`src/rtl/word_byte_serializer.sv`:
```
// Byte-link transmitter: buffers 16-bit words in a FIFO and sends each as two bytes, high byte first.
// Optional build macro WBS_PARITY_EN adds the byte_par output (even parity of byte_out).
module word_byte_serializer #(
   parameter int unsigned DEPTH = 4
) (
   input  logic                       clk,
   input  logic                       rst_n,
   input  logic                       flush,
   input  logic                       word_valid,
   input  logic [15:0]                word_in,
   output logic                       word_ready,
   output logic [7:0]                 byte_out,
   output logic                       byte_valid,
   input  logic                       byte_ack,
   output logic [$clog2(DEPTH+1)-1:0] fifo_count,
`ifdef WBS_PARITY_EN
   output logic                       busy,
   output logic                       byte_par
`else
   output logic                       busy
`endif
);

   localparam int unsigned PTR_W  = $clog2(DEPTH);
   localparam int unsigned CNT_W  = $clog2(DEPTH + 1);
   localparam int unsigned WORD_W = 16;
   localparam int unsigned BYTE_W = 8;

   typedef enum logic [1:0] {
      IDLE    = 2'd0,
      SEND_HI = 2'd1,
      SEND_LO = 2'd2
   } state_t;

   state_t              state_q, state_d;
   logic [WORD_W-1:0]   sreg_q, sreg_d;
   logic [WORD_W-1:0]   mem [DEPTH];
   logic [PTR_W-1:0]    wr_ptr_q, wr_ptr_d;
   logic [PTR_W-1:0]    rd_ptr_q, rd_ptr_d;
   logic [CNT_W-1:0]    count_d;
   logic [BYTE_W-1:0]   byte_out_d;
   logic                byte_valid_d;
   logic                word_ready_d;
   logic                busy_d;
   logic                push;
   logic                pop;
   logic                fifo_empty;

   // FIFO storage; flush and reset suppress writes, contents need no clearing
   always_ff @(posedge clk) begin
      if (rst_n && !flush && push) begin
         mem[wr_ptr_q] <= word_in;
      end
   end

   // State register plus registered outputs; flush behaves exactly like reset
   always_ff @(posedge clk) begin
      if (!rst_n || flush) begin
         state_q    <= IDLE;
         sreg_q     <= '0;
         wr_ptr_q   <= '0;
         rd_ptr_q   <= '0;
         fifo_count <= '0;
         byte_out   <= '0;
         byte_valid <= 1'b0;
         word_ready <= 1'b1;
         busy       <= 1'b0;
      end else begin
         state_q    <= state_d;
         sreg_q     <= sreg_d;
         wr_ptr_q   <= wr_ptr_d;
         rd_ptr_q   <= rd_ptr_d;
         fifo_count <= count_d;
         byte_out   <= byte_out_d;
         byte_valid <= byte_valid_d;
         word_ready <= word_ready_d;
         busy       <= busy_d;
      end
   end

   // Next-state, FIFO bookkeeping and next output values
   always_comb begin
      state_d      = state_q;
      sreg_d       = sreg_q;
      pop          = 1'b0;
      byte_out_d   = '0;
      byte_valid_d = 1'b0;
      wr_ptr_d     = wr_ptr_q;
      rd_ptr_d     = rd_ptr_q;
      count_d      = fifo_count;

      push       = word_valid && word_ready;
      fifo_empty = (fifo_count == '0);

      case (state_q)
         IDLE: begin
            if (!fifo_empty) begin
               pop     = 1'b1;
               sreg_d  = mem[rd_ptr_q];
               state_d = SEND_HI;
            end
         end
         SEND_HI: begin
            if (byte_ack) begin
               state_d = SEND_LO;
            end
         end
         SEND_LO: begin
            // Reload straight from the FIFO so a stream has no idle byte slot
            if (byte_ack) begin
               if (!fifo_empty) begin
                  pop     = 1'b1;
                  sreg_d  = mem[rd_ptr_q];
                  state_d = SEND_HI;
               end else begin
                  state_d = IDLE;
               end
            end
         end
         default: begin
            state_d = IDLE;
         end
      endcase

      if (push) begin
         wr_ptr_d = wr_ptr_q + PTR_W'(1);
      end
      if (pop) begin
         rd_ptr_d = rd_ptr_q + PTR_W'(1);
      end
      case ({push, pop})
         2'b10:   count_d = fifo_count + CNT_W'(1);
         2'b01:   count_d = fifo_count - CNT_W'(1);
         default: count_d = fifo_count;
      endcase

      case (state_d)
         SEND_HI: begin
            byte_valid_d = 1'b1;
            byte_out_d   = sreg_d[15:8];
         end
         SEND_LO: begin
            byte_valid_d = 1'b1;
            byte_out_d   = sreg_d[7:0];
         end
         default: begin
            byte_valid_d = 1'b0;
            byte_out_d   = '0;
         end
      endcase

      word_ready_d = (count_d != CNT_W'(DEPTH));
      busy_d       = (state_d != IDLE) || (count_d != '0);
   end

`ifdef WBS_PARITY_EN
   // Even parity tracks the registered byte; zero whenever the link is idle
   always_ff @(posedge clk) begin
      if (!rst_n || flush) begin
         byte_par <= 1'b0;
      end else begin
         byte_par <= byte_valid_d & (^byte_out_d);
      end
   end
`endif

endmodule

```
`config.mk`:
```
export PLATFORM = sky130hd
export DESIGN_NAME = word_byte_serializer
export DESIGN_NICKNAME = d
export VERILOG_FILES = /design/src/rtl/word_byte_serializer.sv
export SDC_FILE = /design/constraint.sdc
export NUM_CORES = 1
export LEC_CHECK = 0
export ABC_CLOCK_PERIOD_IN_PS = 2400
export BUFFER_PORTS_ARGS = -buffer_cell sky130_fd_sc_hd__buf_2
export CAP_MARGIN = 15
export CORE_MARGIN = 5
export CORE_UTILIZATION = 45
export CTS_CLUSTER_DIAMETER = 150
export DETAILED_ROUTE_END_ITERATION = 10
export GPL_TIMING_DRIVEN = 0
export PLACE_DENSITY_LB_ADDON = 0.1
export SETUP_SLACK_MARGIN = 0.5
export SYNTH_ARGS = -nofsm -noshare
export SYNTH_HDL_FRONTEND = slang
export SYNTH_SLANG_ARGS = --single-unit
```
`constraint.sdc`:
```
create_clock -name clk -period 2.4 [get_ports clk]
set_input_delay 0.12 -clock clk [delete_from_list [all_inputs] [get_ports clk]]
set_output_delay 0.12 -clock clk [all_outputs]
set_load 0.01 [all_outputs]
```
==> impl_metrics.yaml <==
status:
  status: "complete, no violations"
timing:
  setup_viol: 0
  timing.final.max_slew_violations: 0
  finalCritPeriodShare: 0.9167
  fmax_mhz: 454.5
  timing.final.hold_violations: 0
  worst_pin_slew_ns: 0.6275
  slew_headroom: 0.5817
  min_period_ns: 2.200
  rsz0062_at_grt: "yes"
  layout_setup_ws_ns: 0.1999
  finalClockSkew_ns: 0.01548
drt:
  routed_wl_microns: 7462
  wire_per_inst_microns: 17.19
  drt_pass1_iterations: 4
  final_antenna_net_count: 0
  vias: 2187
  vias_per_cell: 5.039
  drc: 0
  drt_iter0_drc: 52
worst_hold_path:
  worst_hold_path_type: "in2reg"
  min_from: "flush"
setup_path:
  cp_cell_sequence: "nor3_4 > nor3_4 > buf_6 > buf_12 > nor2_4 > ha_2 > nand4b_1 > or2_1 > buf_8 > o221ai_2"
  crit_start: "fifo_count[0]$_SDFF_PP0_"
  required_ns: 2.68
  worst-setup-path-type: "reg2reg"
  cp.arrival_ns: 2.48
  critical_path_buf_inv_count: 3
  start_kind: "flop"
  critical_path.slowest_cell: "dfxtp_4"
  r2r-start: "fifo_count[0]$_SDFF_PP0_"
  cp_top_family: "simple AND/OR/NAND/NOR gates"
  cp_max_fo: 8
  slowest_delay_ns: 0.37
  worstSetupEndpointType: "flop"
  crit_top_cell: "nor3_4"
pwr:
  swShare: 0.2752
  p_int_mw: 2.711
  p_seq_frac: 0.522
  power_frac_clock: 0.276
  power_density_nw_per_um2: 760.6
  finalPower_mw: 3.740
  pwr-share-comb: 0.202
  irDropWorstVdd_mv: 0.3889
  p_sw_mw: 1.029
  leakagePower_nw: 1.750
yosys:
  synthesis.nets: 278
  synth.area.top_cells: "edfxtp_1 (49%), dfxtp_1 (19%), mux4_1 (9.3%), mux2i_1 (4.0%), nor2_1 (2.7%)"
  yosysUniqueCellTypes: 34
  synth_edf_count: 64
  synth_seq_cells: 102
  ys_seq_area_frac: 0.6772
  ys_warn_count: 0
  synth_top_area_frac: 0.4852
  yosysTopAreaCell: "edfxtp_1"
  syn_area_per_cell_sq_um: 15.97
  synth_ff_type: "edfxtp_1"
  syn_area_sq_um: 3961
  post_synth_inst_count: 248
  async_flop_share: 0
clock_tree:
  clk_pin_slew_ns: 0.11
  clk_path_buf_depth: 2
  numCtsBuffers: 9
  h-tree-depth: 3
  cts_tree: "yes"
  clock_latency_ns: 0.36
  cts.sinks: 102
  clock-root-buffer: "clkbuf_8"
cells_and_area:
  nets: 351
  antenna_cells: 0
  drive_gt1_frac: 0.3067
  synthToLayoutAreaGrowth_pct: 24.13
  postLayoutCellArea_sq_um: 4917
placement:
  io_buffers: 34
  routabilityCongestion: 0.6753
  hpwl_microns: 4483
  dp_slack_ns: -0.3154
  post_dp_cell_area_sq_um: 4320
floorplan:
  initial_utilization: 0.4587
  die-area_sq_um: 10780
  core_area_sq_um: 8636
  die_x_microns: 103.8
  die_h_microns: 103.8
  io_pins: 35
  num_rows: 34
global_routing:
  grt_pass1_wl_microns: 12150
  track_usage: 0.1446
  grt_overflow_total: 0
  grt_antenna_before_repair: 0
  grt_max_degree: 20
  grt_pass1_vias: 2429
run:
  drv_cap: 0
==> layer usage <==
| layer | share of wire | global-route usage | vias up |
|---|---|---|---|
| met2 | 0.51 | 0.2468 | 27 |
| li1 | - | - | 1063 |
| met4 | 0.0092 | 0.05643 | 0 |
| met3 | 0.033 | 0.03234 | 5 |
| met5 | 0 | 0 | - |
| met1 | 0.45 | 0.1781 | 1092 |
==> synth_stat cells (2+ instances only) <==
master,instances
edfxtp_1,64
ha_1,8
and3_1,4
mux2i_1,16
nand2_1,11
mux4_1,14
nor2_1,28
nand2b_1,2
inv_1,17
xnor2_1,4
dfxtp_1,38
nor2b_1,4
clkbuf_1,5
xor2_1,2
o221ai_1,8
buf_6,2
and2_1,2
mux4_2,2
nor3_2,2
==> logic make-up (layout without fill, tap and decap cells) <==
| kind of cell | Yosys count | after routing | synth area share |
|---|---|---|---|
| muxes | 33 | 33 | 0.1475 |
| adders and majority gates | 9 | 9 | 0.03032 |
| xor gates and xnor gates | 6 | 6 | 0.01327 |
| buffers and inverters | 28 | 106 | 0.03569 |
| DFF | 102 | 102 | 0.6772 |
| AOI/OAI and AO/OA | 11 | 11 | 0.02274 |
| and+or+nand+nor | 59 | 59 | 0.07328 |
==> cell usage in the layout (no fill, tap or decap), types with 9 or more instances in the layout <==
master and count:
nand2_1 10, mux2i_1 16, dfxtp_1 34, nor2_1 27, mux4_1 14, edfxtp_1 64, buf_2 35, inv_1 16
dlygate4sd3_1 16, buf_4 11, clkbuf_8 9
==> stage by stage <==
step | TNS [ns] | utilization | cells | hold WS (ns)
CTS | 0 | 0.5584 | 432 | 0.05716
finish | 0 | 0.5694 | 434 | 0.06608
detailed placement | -2.085 | 0.5003 | 390 | 0.3362
floorplan | 0 | - | 248 | 0.2189
global placement | -1.871 | 0.5003 | 390 | 0.3319
global route | 0 | 0.5694 | 434 | 0.07597
==> registers in the layout, indices dropped and copies added, names as in the netlist, named ones only <==
signal	count
busy	1
byte_out	8
byte_valid	1
fifo_count	3
mem	64
rd_ptr_q	2
sreg_q	16
state_q	2
word_ready	1
wr_ptr_q	2
==> final cells by class <==
| type | count | area [sq um] |
|---|---|---|
| Fill cell | 705 | 3719 |
| Sequential cell | 102 | 2695 |
| Multi-Input combinational cell | 118 | 1306 |
| Timing Repair Buffer | 62 | 424.2 |
| Tap cell | 108 | 135.1 |
| Clock buffer | 9 | 123.9 |
| Buffer | 11 | 102.6 |
| Clock inverter | 7 | 66.31 |
| Inverter | 17 | 63.81 |
==> worst min-delay path, delay by kind of cell <==
family / cells / cell delay, ns
simple gates: 2 / 0.19
buf+inv: 1 / 0.09
==> what timing repair did <==
action,in CTS,in global routing
endpoints found under the setup margin,76,14
hold buffers,16,0
endpoints found under the hold margin,64,0
pin swaps,5,8
setup buffers,10,2
resized for setup,19,14
==> path summary, 6_finish.rpt <==
check | end | slack, ns | depth (start not counted)
setup reg to reg | byte_out[7]$_SDFF_PP0_ | 0.20 | 10
hold / removal | word_ready$_SDFF_PP1_ | 0.07 | 3
hold reg to reg | sreg_q[7]$_SDFF_PP0_ | 0.51 | 2
setup / recovery | byte_out[7]$_SDFF_PP0_ | 0.20 | 10
==> power groups by stage <==
stage	Sequential [mW]	Combinational, mW	Clock (mW)
after global placement	1.99	0.586	0
after floorplan	2.00	0.447	0
after global routing	1.96	0.820	1.13
after detailed placement	1.99	0.592	0
after CTS	1.95	0.705	1.06
final	1.95	0.754	1.03
Power figures use the tool's default switching activity.
